**src/rtl/mod_exp_engine_if.sv**
```systemverilog
// Operand/result bundle between the RSA control FSM and the modular exponentiation datapath.
interface mod_exp_if #(
  parameter int WIDTH = 16
);
  logic             load;
  logic             running;
  logic [WIDTH-1:0] base;
  logic [WIDTH-1:0] exponent;
  logic [WIDTH-1:0] modulus;
  logic [WIDTH-1:0] result;
  logic             over;
  logic             err;

  modport master (
    output load, running, base, exponent, modulus,
    input  result, over, err
  );

  modport slave (
    input  load, running, base, exponent, modulus,
    output result, over, err
  );
endinterface

```
**src/rtl/mod_exp_engine.sv**
```systemverilog
// Fixed-schedule square-and-multiply modular exponentiation, result = base^exponent mod modulus.
// Each modular multiply is bit-serial interleaved, one multiplier bit per cycle, so the
// latency depends only on WIDTH and the number of stalled cycles, never on the data.
module mod_exp_engine #(
  parameter int WIDTH = 16
) (
  input logic       clk,
  input logic       reset,
  mod_exp_if.slave  bus
);

  localparam int CW = (WIDTH > 2) ? $clog2(WIDTH) : 1;
  localparam logic [CW-1:0] LAST = CW'(WIDTH - 1);

  typedef enum logic [1:0] {IDLE, MUL, SQR, FIN} state_t;

  state_t           state_q, state_d;
  logic [WIDTH-1:0] b_q, b_d;
  logic [WIDTH-1:0] r_q, r_d;
  logic [WIDTH-1:0] e_q, e_d;
  logic [WIDTH-1:0] m_q, m_d;
  logic [WIDTH:0]   p_q, p_d;
  logic [CW-1:0]    bitCnt_q, bitCnt_d;
  logic [CW-1:0]    stepCnt_q, stepCnt_d;
  logic [WIDTH-1:0] result_q, result_d;
  logic             over_q, over_d;
  logic             err_q, err_d;

  logic [WIDTH-1:0] mulX;
  logic             yBit;
  logic [WIDTH:0]   mExt, pIn, pDbl, pSub, pAdd, pNext;

  // One interleaved shift/add/subtract step of modmul(X, B); X is R in MUL and B in SQR.
  always_comb begin
    mulX  = (state_q == SQR) ? b_q : r_q;
    yBit  = b_q[stepCnt_q];
    mExt  = {1'b0, m_q};
    pIn   = (stepCnt_q == LAST) ? '0 : p_q;
    pDbl  = pIn << 1;
    pSub  = (pDbl >= mExt) ? (pDbl - mExt) : pDbl;
    pAdd  = yBit ? (pSub + {1'b0, mulX}) : pSub;
    pNext = (pAdd >= mExt) ? (pAdd - mExt) : pAdd;
  end

  // Next-state logic: load restarts from any state, running gates every step except FIN.
  always_comb begin
    state_d   = state_q;
    b_d       = b_q;
    r_d       = r_q;
    e_d       = e_q;
    m_d       = m_q;
    p_d       = p_q;
    bitCnt_d  = bitCnt_q;
    stepCnt_d = stepCnt_q;
    result_d  = result_q;
    over_d    = 1'b0;
    err_d     = err_q;
    if (bus.load) begin
      m_d       = bus.modulus;
      e_d       = bus.exponent;
      b_d       = bus.base;
      r_d       = (bus.modulus == WIDTH'(1)) ? '0 : WIDTH'(1);
      bitCnt_d  = LAST;
      stepCnt_d = LAST;
      result_d  = '0;
      err_d     = (bus.modulus == '0) || (bus.base >= bus.modulus);
      state_d   = MUL;
    end else begin
      case (state_q)
        MUL: begin
          if (bus.running) begin
            p_d = pNext;
            if (stepCnt_q == '0) begin
              if (e_q[0]) r_d = pNext[WIDTH-1:0];
              stepCnt_d = LAST;
              state_d   = SQR;
            end else begin
              stepCnt_d = stepCnt_q - 1'b1;
            end
          end
        end
        SQR: begin
          if (bus.running) begin
            p_d = pNext;
            if (stepCnt_q == '0) begin
              b_d       = pNext[WIDTH-1:0];
              e_d       = e_q >> 1;
              stepCnt_d = LAST;
              if (bitCnt_q == '0) begin
                state_d = FIN;
              end else begin
                bitCnt_d = bitCnt_q - 1'b1;
                state_d  = MUL;
              end
            end else begin
              stepCnt_d = stepCnt_q - 1'b1;
            end
          end
        end
        FIN: begin
          result_d = err_q ? '0 : r_q;
          over_d   = 1'b1;
          state_d  = IDLE;
        end
        default: begin
          state_d = IDLE;
        end
      endcase
    end
  end

  // State register with synchronous active-low reset that aborts any run in progress.
  always_ff @(posedge clk) begin
    if (!reset) begin
      state_q   <= IDLE;
      b_q       <= '0;
      r_q       <= '0;
      e_q       <= '0;
      m_q       <= '0;
      p_q       <= '0;
      bitCnt_q  <= '0;
      stepCnt_q <= '0;
      result_q  <= '0;
      over_q    <= 1'b0;
      err_q     <= 1'b0;
    end else begin
      state_q   <= state_d;
      b_q       <= b_d;
      r_q       <= r_d;
      e_q       <= e_d;
      m_q       <= m_d;
      p_q       <= p_d;
      bitCnt_q  <= bitCnt_d;
      stepCnt_q <= stepCnt_d;
      result_q  <= result_d;
      over_q    <= over_d;
      err_q     <= err_d;
    end
  end

  assign bus.result = result_q;
  assign bus.over   = over_q;
  assign bus.err    = err_q;

endmodule
```
**src/flat_wrapper.sv**
```systemverilog
// flat-port wrapper written by rule: the top's interface ports become plain ports
module mod_exp_engine_flat 
#(
  parameter int WIDTH = 16
)
  (clk, reset, bus_load, bus_running, bus_base, bus_exponent, bus_modulus, bus_result, bus_over, bus_err);
  mod_exp_if #(.WIDTH(WIDTH)) bus_i ();
  input logic clk;
  input logic reset;
  input wire logic [$bits(bus_i.load)-1:0] bus_load;
  input wire logic [$bits(bus_i.running)-1:0] bus_running;
  input wire logic [$bits(bus_i.base)-1:0] bus_base;
  input wire logic [$bits(bus_i.exponent)-1:0] bus_exponent;
  input wire logic [$bits(bus_i.modulus)-1:0] bus_modulus;
  output wire logic [$bits(bus_i.result)-1:0] bus_result;
  output wire logic [$bits(bus_i.over)-1:0] bus_over;
  output wire logic [$bits(bus_i.err)-1:0] bus_err;
  assign bus_i.load = bus_load;
  assign bus_i.running = bus_running;
  assign bus_i.base = bus_base;
  assign bus_i.exponent = bus_exponent;
  assign bus_i.modulus = bus_modulus;
  assign bus_result = bus_i.result;
  assign bus_over = bus_i.over;
  assign bus_err = bus_i.err;
  mod_exp_engine #(.WIDTH(WIDTH)) u_core (.clk(clk), .reset(reset), .bus(bus_i));
endmodule
```
**config.mk**
```make
export PLATFORM = sky130hd
export DESIGN_NAME = mod_exp_engine_flat
export DESIGN_NICKNAME = d
export VERILOG_FILES = /design/src/rtl/mod_exp_engine_if.sv /design/src/rtl/mod_exp_engine.sv /design/src/flat_wrapper.sv
export SDC_FILE = /design/constraint.sdc
export NUM_CORES = 1
export LEC_CHECK = 0
export ABC_CLOCK_PERIOD_IN_PS = 15600
export CAP_MARGIN = 25
export CORE_ASPECT_RATIO = 1.4
export CORE_UTILIZATION = 60
export CTS_CLUSTER_DIAMETER = 150
export DETAILED_ROUTE_END_ITERATION = 10
export DONT_BUFFER_PORTS = 1
export PLACE_DENSITY_LB_ADDON = 0.12
export SLEW_MARGIN = 25
export SYNTH_ARGS = -nofsm -noshare
export SYNTH_HDL_FRONTEND = slang
export SYNTH_SLANG_ARGS = --single-unit
```
**constraint.sdc**
```tcl
create_clock -name clk -period 15.6 [get_ports clk]
set_clock_uncertainty 0.15 [all_clocks]
set_input_delay 1.56 -clock clk [delete_from_list [all_inputs] [get_ports clk]]
set_output_delay 1.56 -clock clk [all_outputs]
set_load 0.05 [all_outputs]
```
Yosys cells after proc, flatten, opt, wreduce, memory -nomap -nowiden
Index checks and enable logic that the tools add are counted.

$add $sub $neg: 5. Magnitude comparators: 4. Eq/ne operators: 14. Muxes and demuxes: 39. Bitwise operators: 2. Reduce and logical (&&, ||, !) cells: 19.

Operators with widths (count): $mux W16 (17); $mux W4 (9); $ge A17 B16 Y1 (2); $mux W17 (2); $add A17 B16 Y17 (1); $sub A17 B16 Y17 (1); $eq A16 B1 Y1 const B (1); $ge A16 B16 Y1 (1); $logic_not A16 Y1 (1); $reduce_and A4 Y1 (4); $sub A16 B16 Y16 (1); $reduce_bool A2 Y1 (6); $mux W2 (5); $ne A3 B3 Y1 const B (3); $logic_not A4 Y1 (2); $ne A2 B2 Y1 const B (4); $sub A4 B1 Y4 const B (2); $reduce_and A3 Y1 (2); $lt A4 B5 Y1 const B (1); $bmux W1 S4 (1); $eq A2 B2 Y1 const B (2); $eq A4 B4 Y1 const B (1); $mux W1 (4); $pmux W2 S2 (1); 7 further kinds (9).

Register bits after elaboration: 108. Input bits: 52. Output and inout port bits: 18. Word-level logic and storage cells: 95.

Logic depth before layout (Yosys ltp)
Gate-level depths: netlist of run 1.

Depth after elaboration: 13. Depth in mapped cells: 38. Gate-level depth less buffers: 34.

Least setup slack after synthesis of run 1
No wires, ideal clock.

Path type: register to register. Start: reg u_core.stepCnt_q[1]. End: reg u_core.r_q[0]. Library setup time: 0.091 ns. Arrival: 7.475 ns. Required time: 15.359 ns. Slack: 7.884 ns. Cell stages (with the launch flop): 36. Path buffers: 4. Period minus slack after synthesis: 7.716 ns. Path through: dfxtp_1 -> ha_1 -> nand3_1 -> clkbuf_1 -> clkbuf_1 -> and2_1 -> ha_1 -> a21o_1 -> a21oi_1 -> a31oi_1 -> nor2b_1 -> a21oi_1 -> or2_1 -> clkbuf_1 -> buf_2 -> o21ai_0 -> inv_1 -> ha_1 -> a21oi_1 -> o22ai_1 -> o41a_1 -> and2_1 -> a221oi_1 -> xnor2_1 -> a22oi_1 -> o31ai_1 -> ha_1 -> nor2b_1 -> o21a_1 -> o41ai_1 -> a21bo_2 -> nand4b_1 -> a211o_1 -> nand3_2 -> mux2_2 -> a311oi_1.

Cells in the longest elaborated chain, start to end: 13.

RTL lines: start: declaration (line mod_exp_engine.sv:24) `logic [CW-1:0] stepCnt_q, stepCnt_d;`; start signal: assignment (line mod_exp_engine.sv:134) `stepCnt_q <= stepCnt_d;`; $eq A4 B4 Y1 (line mod_exp_engine.sv:38) `pIn = (stepCnt_q == LAST) ? '0 : p_q;`; $mux W16 (line mod_exp_engine.sv:38); $sub A17 B16 Y17 or $ge A17 B16 Y1 (tied branches) (line mod_exp_engine.sv:40) `pSub = (pDbl >= mExt) ? (pDbl - mExt) : pDbl;`; $mux W17 (line mod_exp_engine.sv:40); $add A17 B16 Y17 (line mod_exp_engine.sv:41) `pAdd = yBit ? (pSub + {1'b0, mulX}) : pSub;`; $mux W17 (line mod_exp_engine.sv:41); $ge A17 B16 Y1 or $sub A16 B16 Y16 (tied branches) (line mod_exp_engine.sv:42) `pNext = (pAdd >= mExt) ? (pAdd - mExt) : pAdd;`; $mux W16 (line mod_exp_engine.sv:42); $mux W16 (line mod_exp_engine.sv:74) `if (e_q[0]) r_d = pNext[WIDTH-1:0];`; $mux W16 (line mod_exp_engine.sv:73) `if (stepCnt_q == '0) begin`; $mux W16 (line mod_exp_engine.sv:71) `if (bus.running) begin`; $mux W16 (line mod_exp_engine.sv:69) `case (state_q)`; $mux W16 (line mod_exp_engine.sv:58) `if (bus.load) begin`; end signal: assignment (line mod_exp_engine.sv:129) `r_q <= r_d;`; end: declaration (line mod_exp_engine.sv:19) `logic [WIDTH-1:0] r_q, r_d;`.

Several ways; a longest one is shown, not always the timed one. The select of a mux whose other input is x is not followed. A chain may end at the register's enable or synchronous reset.

Worst setup path in the final report of run 1
Start: reg u_core.stepCnt_q[0]. End: reg u_core.r_q[12].

Cells in the longest elaborated chain, start to end: 13.

RTL lines (line): $eq A4 B4 Y1 (mod_exp_engine.sv:38); $mux W16 (mod_exp_engine.sv:38); $sub A17 B16 Y17 or $ge A17 B16 Y1 (tied branches) (mod_exp_engine.sv:40); $mux W17 (mod_exp_engine.sv:40); $add A17 B16 Y17 (mod_exp_engine.sv:41); $mux W17 (mod_exp_engine.sv:41); $sub A16 B16 Y16 or $ge A17 B16 Y1 (tied branches) (mod_exp_engine.sv:42); $mux W16 (mod_exp_engine.sv:42); $mux W16 (mod_exp_engine.sv:74); $mux W16 (mod_exp_engine.sv:73); $mux W16 (mod_exp_engine.sv:71); $mux W16 (mod_exp_engine.sv:69); $mux W16 (mod_exp_engine.sv:58).

Several ways; a longest one is shown, not always the timed one. The select of a mux whose other input is x is not followed.

==> impl_metrics.py, run 1 <==
metrics = {
    "drt": {
        "drc_errors": 0,
        "wl_mm": 23.62,
        "wl_per_cell_um": 21.05,
        "drt_iter0_markers": 502,
        "first_pass_iters": 5,
        "dr_total_vias": 7139,
        "final_antenna_net_count": 0,
        "viasPerCell": 6.363,
    },
    "yosys": {
        "syn_avg_cell_area_um2": 8.246,
        "synthFlopType": "dfxtp_1",
        "syn_nets": 1106,
        "synth_area_um2": 8089,
        "async_flop_share": 0,
        "yosys-top-cells-area": "dfxtp_1, ha_1, mux2i_1, a21oi_1, o21ai_0",
        "synth.yosys.seq_area_share": 0.2673,
        "syn_inst": 981,
        "synth.ff_latch_count": 108,
        "ys_warn_count": 0,
        "synth_top_area_frac": 0.2673,
        "yosysUniqueCellTypes": 63,
        "synth-edff-count": 0,
        "yosys.area.top_type": "dfxtp_1",
    },
    "cts": {
        "cts_resized": 0,
        "cts_buffer_depth": 2,
        "cts_sinks": 108,
        "ctsRootBufferMaster": "clkbuf_16",
        "h-tree-depth": 3,
        "post_cts_buffers": 0,
        "cts_buffers": 9,
        "cts_tree": "yes",
        "clkTransAtPathRegs_ns": 0.08,
        "hold_buffers": 0,
        "clk_latency_ns": 0.35,
    },
    "die": {
        "fp-row-count": 49,
        "die_w_um": 100.1,
        "initial_core_util": 0.6224,
        "ioPinCount": 70,
        "fp.coreArea_um2": 13000,
        "dieArea_um2": 13960,
        "die_h_um": 139.4,
    },
    "power": {
        "p_leak_nw": 3.631,
        "irDropWorstVdd_v": 0.00006989,
        "power_density_nw_per_um2": 122.3,
    },
    "critical_path": {
        "start_kind": "register",
        "slowest_stage": "nand3_1",
        "cp_slowest_stage_delay_ns": 0.61,
        "arrival_ns": 9.69,
        "end_kind": "register",
        "cp_max_fo": 22,
        "worstPathRequired_ns": 15.67,
        "crit_type": "reg -> reg",
        "rr_worst_depth": 31,
        "critical_path.most_common_cell": "a21oi_1",
    },
    "layout": {
        "drive_above_1_share": 0.06144,
        "syn2layout_area_growth_pct": 3.650,
        "nNetsFinal": 1065,
        "antenna_cells": 0,
        "fin_area_um2": 8384,
    },
    "global_route": {
        "gr-total-overflow": 0,
        "grt_pass1_vias": 7022,
        "grt_max_degree": 95,
        "grt_first_pass_wirelength_mm": 36.69,
        "gr-usage-all-layers": 0.3407,
        "antenna_found_initial": 0,
    },
    "placement": {
        "place.gp.congestion": 0.9965,
        "placed_area_um2": 8108,
        "port_buffers": 0,
        "dpl.hpwl_mm": 18.24,
    },
    "timing": {
        "hold_viol_final": 0,
        "worstMarginPinSlew_ns": 0.9725,
        "relSlewSlack": 0.3508,
        "tns_ns": 0,
        "hold_slack_ns": 0.3625,
        "fin_crit_ns": 9.619,
        "post-route-period-util": 0.6166,
        "rsz0062_at_grt": "false",
        "slew_violations": 0,
        "setup_viol_count_final": 0,
        "max_freq_mhz": 104.0,
    },
    "flow_run": {
        "maxCapViolations": 0,
    },
    "outcome": {
        "status": "completed",
    },
    "hold_path": {
        "min_path_type": "reg -> reg",
        "whs_path_depth": 2,
    },
}
cells in the final DEF (no fill, tap or decap), types with 6 or more instances in the layout:
cell type  instances
nand2_1           67
xor2_1            19
ha_1              70
dfxtp_1          108
and3_1            22
o21a_1             8
nor2b_1           26
a21boi_0           8
nand3_1           15
mux2i_1           49
nand3b_1          17
mux2_2            29
o21ai_0           71
nor2_1            33
o21ai_1           18
inv_1             50
and2_1            32
a21oi_1           96
nand2b_1          27
xnor2_1           28
a21o_1            16
nand4_1            9
o22ai_1            6
a41oi_1           18
nor3_1            13
clkbuf_16          9
registers in the layout, indices dropped and copies added, names as in the netlist:
| register | count |
|---|---|
| u_core.b_q | 16 |
| u_core.bitCnt_q | 4 |
| u_core.bus.err | 1 |
| u_core.bus.over | 1 |
| u_core.bus.result | 16 |
| u_core.e_q | 16 |
| u_core.m_q | 16 |
| u_core.p_q | 16 |
| u_core.r_q | 16 |
| u_core.state_q | 2 |
| u_core.stepCnt_q | 4 |
Yosys cell counts, types with 3 or more instances:
| library cell | count |
|---|---|
| a211oi_1 | 5 |
| nor2b_1 | 26 |
| o22ai_1 | 6 |
| and3_1 | 23 |
| xnor2_1 | 28 |
| mux2_1 | 3 |
| nor3_1 | 13 |
| mux4_2 | 5 |
| o2111ai_1 | 3 |
| dfxtp_1 | 108 |
| o21a_1 | 8 |
| nand2b_1 | 27 |
| a41oi_1 | 18 |
| a31oi_1 | 5 |
| clkbuf_1 | 49 |
| o31ai_1 | 3 |
| nor2_1 | 33 |
| nand2_1 | 67 |
| and2_1 | 32 |
| o21ai_1 | 18 |
| nor4_1 | 4 |
| a21o_1 | 16 |
| a21oi_1 | 96 |
| inv_1 | 50 |
| nand4b_1 | 3 |
| buf_1 | 3 |
| a21boi_0 | 8 |
| xor2_1 | 19 |
| o21ai_0 | 71 |
| mux2i_1 | 49 |
| nand3b_1 | 17 |
| or2_1 | 3 |
| a221oi_1 | 3 |
| nand3_1 | 15 |
| ha_1 | 70 |
| o21bai_1 | 4 |
| fa_1 | 3 |
| nand4_1 | 9 |
| mux2_2 | 29 |
routing by layer:
| layer | share of wire | vias up | global-route usage | wire, um |
|---|---|---|---|---|
| met5 | 0 | - | 0 | 0 |
| met1 | 0.41 | 3386 | 0.4004 | 9582 |
| met3 | 0.042 | 66 | 0.03616 | 996 |
| li1 | - | 3446 | - | - |
| met4 | 0.065 | 0 | 0.2212 | 1528 |
| met2 | 0.49 | 241 | 0.5807 | 11520 |
path summary, 6_finish.rpt:
check	startpoint	endpoint	slack, ns
worst max-delay path	u_core.stepCnt_q[0]	u_core.r_q[12]	5.98
worst min-delay path	u_core.r_q[13]	u_core.bus.result[13]	0.36
worst max register to register	u_core.stepCnt_q[0]	u_core.r_q[12]	5.98
worst min register to register	u_core.r_q[13]	u_core.bus.result[13]	0.36
logic make-up (layout without fill, tap and decap cells):
family,Yosys count,count (layout),share of synthesized area
multiplexers,86,86,0.1191
AND/OR/NAND/NOR,278,278,0.1848
buffers and inverters,107,70,0.05213
XOR/XNOR,47,47,0.05089
adder cells (fa/ha/maj),73,73,0.1157
AO/OA/AOI/OAI,282,282,0.2101
flip-flops,108,108,0.2673
stage by stage:
| step | std cells | total power [W] | setup slack [ns] | utilization |
|---|---|---|---|---|
| finish | 1122 | 0.001025 | 5.981 | 0.6451 |
| global placement | 1107 | 0.0007806 | 6.598 | 0.6238 |
| floorplan | 981 | 0.0006838 | 7.884 | - |
| detailed placement | 1107 | 0.0007937 | 6.186 | 0.6238 |
| global route | 1122 | 0.001077 | 5.469 | 0.6451 |
| CTS | 1122 | 0.001016 | 6.156 | 0.6450 |
worst max-delay path: cells and delay by family, from the launching register on:
kind,cells,cell delay (ns)
AO/OA/AOI/OAI,15,3.71
AND/OR/NAND/NOR,9,2.59
adder cells (fa/ha/maj),4,1.50
multiplexers,2,0.85
flip-flops,1,0.56
XOR/XNOR,1,0.10
where the power goes:
part           internal, W  switching, W
logic             0.000198      0.000303
clock network     0.000110      0.000115
registers         0.000287     0.0000124
area by class of cell:
cell class                 count  area (um^2)
clock buffer                   9        225.2
clock inverter                 6        50.05
fill                        1188         4613
inverter                      52        195.2
multi-input combinational    766         5507
sequential                   108         2162
tap                          178        222.7
timing repair buffer           3        22.52
Note: power is estimated with default switching activity, not from simulation.
==> inputs of run 2 (changes only) <==
--- a/config.mk
+++ b/config.mk
@@ -5,10 +5,10 @@
 export SDC_FILE = /design/constraint.sdc
 export NUM_CORES = 1
 export LEC_CHECK = 0
-export ABC_CLOCK_PERIOD_IN_PS = 15600
+export ABC_CLOCK_PERIOD_IN_PS = 8000
 export CAP_MARGIN = 25
 export CORE_ASPECT_RATIO = 1.4
-export CORE_UTILIZATION = 60
+export CORE_UTILIZATION = 59
 export CTS_CLUSTER_DIAMETER = 150
 export DETAILED_ROUTE_END_ITERATION = 10
 export DONT_BUFFER_PORTS = 1
==> constraint.sdc (replaced) <==
create_clock -name clk -period 8 [get_ports clk]
set_clock_uncertainty 0.15 [all_clocks]
set_input_delay 0.8 -clock clk [delete_from_list [all_inputs] [get_ports clk]]
set_output_delay 0.8 -clock clk [all_outputs]
set_load 0.05 [all_outputs]
==> impl_metrics.py, run 2 (synthesized netlist as in run 1, its figures left out) <==
metrics = {
    "outcome": {
        "status": "completed",
    },
    "drt": {
        "dr_total_vias": 7255,
        "wl_per_cell_um": 21.17,
        "wl_mm": 24.24,
        "drc_errors": 0,
        "viasPerCell": 6.336,
        "drt_iter0_markers": 471,
        "first_pass_iters": 6,
        "final_antenna_net_count": 0,
    },
    "die": {
        "dieArea_um2": 14190,
        "die_w_um": 101.0,
        "ioPinCount": 70,
        "die_h_um": 140.5,
        "fp.coreArea_um2": 13390,
        "fp-row-count": 50,
        "initial_core_util": 0.6042,
    },
    "timing": {
        "worst_slack_ns": 0.3641,
        "slew_violations": 0,
        "post-route-period-util": 0.9545,
        "hold_viol_final": 0,
        "setup_viol_count_final": 0,
        "relSlewSlack": 0.2957,
        "worstMarginPinSlew_ns": 1.056,
        "max_freq_mhz": 131.0,
        "tns_ns": 0,
        "fin_crit_ns": 7.636,
    },
    "global_route": {
        "antenna_found_initial": 0,
        "grt_pass1_vias": 7181,
        "gr-total-overflow": 0,
        "grt_first_pass_wirelength_mm": 38.09,
        "gr-usage-all-layers": 0.3500,
        "grt_max_degree": 95,
    },
    "cts": {
        "hold_buffers": 0,
        "ctsRootBufferMaster": "clkbuf_16",
        "cts_buffers": 9,
        "clk_latency_ns": 0.35,
        "clkTransAtPathRegs_ns": 0.08,
        "cts_tree": "yes",
        "cts_sinks": 108,
        "h-tree-depth": 3,
        "cts_buffer_depth": 2,
    },
    "layout": {
        "syn2layout_area_growth_pct": 6.945,
        "nNetsFinal": 1083,
        "antenna_cells": 0,
        "mostFrequentLayoutCell": "dfxtp_1",
        "fin_cells": 1145,
        "layout_common_cells": "dfxtp_1, a21oi_1, o21ai_0, ha_1, nand2_1",
        "drive_above_1_share": 0.1018,
    },
    "critical_path": {
        "cp_slowest_stage_delay_ns": 0.43,
        "rr_worst_depth": 32,
        "cp_max_fo": 12,
        "arrival_ns": 7.76,
        "r2r-start": "u_core.stepCnt_q[0]",
        "critical_path.most_common_cell": "ha_1",
        "slowest_stage": "mux2_2",
        "reg2reg_to": "u_core.b_q[15]",
        "crit_family": "compound AO/OA/AOI/OAI gates",
        "worst-path-buf-inv": 2,
        "worstPathRequired_ns": 8.12,
        "reg2reg_slack_ns": 0.36,
        "start_kind": "register",
        "end_kind": "register",
        "crit_type": "reg -> reg",
    },
    "placement": {
        "place_ws_ns": 0.2516,
        "dpl.hpwl_mm": 18.80,
        "port_buffers": 0,
        "place_inst": 1128,
        "place.gp.congestion": 1.015,
    },
    "hold_path": {
        "hold_start": "u_core.p_q[0]",
        "min_to": "u_core.p_q[0]",
        "min_path_type": "reg -> reg",
        "whs_path_depth": 2,
    },
    "power": {
        "power_density_nw_per_um2": 247.6,
        "irDropWorstVdd_v": 0.0002608,
        "p_leak_nw": 3.745,
    },
    "flow_run": {
        "maxCapViolations": 0,
    },
}
[run 2: cell types whose count changed in the layout (fill, tap and decap cells not counted), sizes merged]
cell and delta:
clkinvlp -3, inv +1, clkinv +2, clkbuf +1, buf +18
[run 2: worst max path at each step]
stage,startpoint,end,slack (ns),cells past startpoint
after CTS,u_core.stepCnt_q[0],u_core.r_q[13],0.21,34
final,u_core.stepCnt_q[0],u_core.b_q[15],0.36,32
after detailed placement,u_core.stepCnt_q[0],u_core.r_q[13],0.25,34
after global routing,u_core.stepCnt_q[0],u_core.b_q[15],-0.08,32
after floorplan,u_core.stepCnt_q[1],u_core.r_q[0],0.28,35
after global placement,u_core.stepCnt_q[0],u_core.r_q[10],0.33,34
[run 2: cell type report]
class | instances | area (um^2)
Clock buffer | 10 | 239.0
Clock inverter | 6 | 62.56
Fill cell | 1201 | 4737
Inverter | 52 | 195.2
Multi-Input combinational cell | 766 | 5607
Sequential cell | 108 | 2162
Tap cell | 182 | 227.7
Timing Repair Buffer | 21 | 157.7
[run 2: metal layers]
metal,routed length (um),vias up,GRT usage
li1,-,3477,-
met1,9750,3434,0.4134
met2,12150,272,0.6139
met3,1072,72,0.03244
met4,1269,0,0.1937
met5,0,-,0
[run 2: power by group]
group	switching [W]	total (W)	internal (W)
combinational	0.000647	0.00110	0.000457
sequential	0.0000222	0.000582	0.000560
clock	0.000228	0.000457	0.000229
[run 2: stage by stage]
step	instance area [um^2]	power, W	utilization	hold WS (ns)
4_1_cts	8542	0.002035	0.6380	0.3481
2_1_floorplan	8089	0.001333	-	0.2969
3_5_place_dp	8240	0.001580	0.6155	0.3372
6_report	8651	0.002142	0.6462	0.3580
3_3_place_gp	8240	0.001562	0.6155	0.3263
5_1_grt	8651	0.002251	0.6462	0.3888
[run 2: worst min-delay path, cell delays in order (launching register included)]
cell and delay, ns:
dfxtp_1 0.34, nand2_1 0.06, o22ai_1 0.07
[run 2: timing repair]
action	CTS	global route
buffers inserted	0	1
gates resized for setup	0	23
setup endpoints to repair	0	48
==> inputs of run 3 (changes only) <==
--- a/config.mk
+++ b/config.mk
@@ -5,14 +5,13 @@
 export SDC_FILE = /design/constraint.sdc
 export NUM_CORES = 1
 export LEC_CHECK = 0
-export ABC_CLOCK_PERIOD_IN_PS = 8000
 export CAP_MARGIN = 25
 export CORE_ASPECT_RATIO = 1.4
 export CORE_UTILIZATION = 59
 export CTS_CLUSTER_DIAMETER = 150
 export DETAILED_ROUTE_END_ITERATION = 10
 export DONT_BUFFER_PORTS = 1
-export PLACE_DENSITY_LB_ADDON = 0.12
+export PLACE_DENSITY = 0.8
 export SLEW_MARGIN = 25
 export SYNTH_ARGS = -nofsm -noshare
 export SYNTH_HDL_FRONTEND = slang
==> impl_metrics.py, run 3 (synthesized netlist as in run 1, its figures left out) <==
metrics = {
    "critical_path": {
        "r2r-start": "u_core.stepCnt_q[1]",
        "reg2reg_slack_ns": 0.41,
        "arrival_ns": 7.65,
        "reg2reg_to": "u_core.r_q[2]",
        "slowest_stage": "mux2i_1",
        "cp_slowest_stage_delay_ns": 0.47,
        "cp_max_fo": 12,
        "end_kind": "register",
        "start_kind": "register",
        "crit_type": "reg -> reg",
        "worstPathRequired_ns": 8.06,
        "critical_path.most_common_cell": "ha_1",
        "rr_worst_depth": 32,
    },
    "timing": {
        "relSlewSlack": 0.3325,
        "slew_violations": 0,
        "setup_viol_count_final": 0,
        "worstMarginPinSlew_ns": 0.9999,
        "max_freq_mhz": 131.7,
        "post-route-period-util": 0.9488,
        "hold_viol_final": 0,
        "hold_slack_ns": 0.3571,
        "fin_crit_ns": 7.591,
    },
    "global_route": {
        "grt_pass1_vias": 6995,
        "gr-usage-all-layers": 0.3285,
        "grt_max_degree": 95,
        "grt_first_pass_wirelength_mm": 36.23,
        "antenna_found_initial": 0,
        "gr-total-overflow": 0,
    },
    "cts": {
        "cts_buffer_depth": 2,
        "ctsRootBufferMaster": "clkbuf_16",
        "clkTransAtPathRegs_ns": 0.07,
        "cts_buffers": 9,
        "cts_sinks": 108,
        "clk_latency_ns": 0.35,
        "cts_tree": "yes",
        "h-tree-depth": 3,
    },
    "layout": {
        "final_util": 0.6467,
        "drive_above_1_share": 0.1023,
        "antenna_cells": 0,
        "fin_cells": 1150,
        "layout_common_cells": "dfxtp_1, a21oi_1, o21ai_0, ha_1, nand2_1",
        "syn2layout_area_growth_pct": 7.038,
        "mostFrequentLayoutCell": "dfxtp_1",
        "nNetsFinal": 1089,
    },
    "hold_path": {
        "whs_path_depth": 2,
        "hold_start": "u_core.r_q[7]",
        "min_to": "u_core.bus.result[7]",
        "min_path_type": "reg -> reg",
    },
    "die": {
        "fp-row-count": 50,
        "initial_core_util": 0.6042,
        "die_w_um": 101.0,
        "ioPinCount": 70,
        "dieArea_um2": 14190,
        "fp.coreArea_um2": 13390,
        "die_h_um": 140.5,
    },
    "drt": {
        "viasPerCell": 6.310,
        "first_pass_iters": 7,
        "drc_errors": 0,
        "wl_mm": 22.80,
        "drt_iter0_markers": 422,
        "dr_total_vias": 7256,
        "final_antenna_net_count": 0,
        "wl_per_cell_um": 19.82,
    },
    "placement": {
        "place.gp.congestion": 0.9991,
        "place_inst": 1131,
        "port_buffers": 0,
        "dpl.hpwl_mm": 17.37,
    },
    "flow_run": {
        "maxCapViolations": 0,
    },
    "power": {
        "irDropWorstVdd_v": 0.0001146,
        "power_density_nw_per_um2": 242.2,
        "p_leak_nw": 3.766,
    },
    "outcome": {
        "status": "completed",
    },
}
==> run 3: worst max-delay path by stage <==
stage / from / endpoint / slack [ns] / cells past startpoint
floorplan: u_core.stepCnt_q[1] / u_core.r_q[0] / 0.28 / 35
global placement: u_core.stepCnt_q[0] / u_core.r_q[4] / 0.38 / 32
detailed placement: u_core.stepCnt_q[0] / u_core.r_q[4] / 0.17 / 36
CTS: u_core.stepCnt_q[1] / u_core.r_q[4] / 0.13 / 36
global route: u_core.stepCnt_q[0] / u_core.r_q[0] / -0.03 / 35
finish: u_core.stepCnt_q[1] / u_core.r_q[2] / 0.41 / 32
==> run 3: final cells by class <==
class / count / area (um^2)
fillers: 1206 / 4730
inverters: 52 / 195.2
repair buffers: 27 / 202.7
clock buffers: 9 / 225.2
clock inverters: 6 / 57.56
flip-flops and latches: 108 / 2162
multi-input cells: 766 / 5588
well taps: 182 / 227.7
==> run 3: routing by layer <==
metal	GRT usage	vias up	share of wire
li1	-	3496	-
met5	0	-	0
met3	0.05539	97	0.050
met4	0.2403	0	0.079
met2	0.5512	271	0.48
met1	0.3702	3392	0.39
==> run 3: critical path, delay by kind of cell (launching register included) <==
kind | cells | cell delay [ns]
DFF | 1 | 0.36
and+or+nand+nor | 10 | 1.89
buffers and inverters | 2 | 0.30
adders and majority gates | 4 | 1.13
muxes | 2 | 0.76
xor gates and xnor gates | 1 | 0.16
AOI/OAI and AO/OA | 13 | 2.68
==> run 3: metrics by stage <==
stage / power (W) / TNS (ns) / cell area (um^2) / setup slack [ns]
5_1_grt: 0.002208 / -0.09776 / 8658 / -0.02893
4_1_cts: 0.001996 / 0 / 8546 / 0.1260
6_report: 0.002097 / 0 / 8658 / 0.4093
3_5_place_dp: 0.001561 / 0 / 8263 / 0.1692
3_3_place_gp: 0.001544 / 0 / 8263 / 0.3820
2_1_floorplan: 0.001333 / 0 / 8089 / 0.2845
==> run 3: repair_timing <==
item                       CTS  global route
hold buffers                 0             0
setup buffers                0             4
gates resized for setup      0            19
setup endpoints to repair    0            48
==> run 3: report_power, final <==
part / internal, W / leakage [nW] / switching, W
Clock: 0.000217 / 0.139 / 0.000218
Sequential: 0.000560 / 0.884 / 0.0000213
Combinational: 0.000455 / 2.74 / 0.000626
Total: 0.00123 / 3.77 / 0.000865
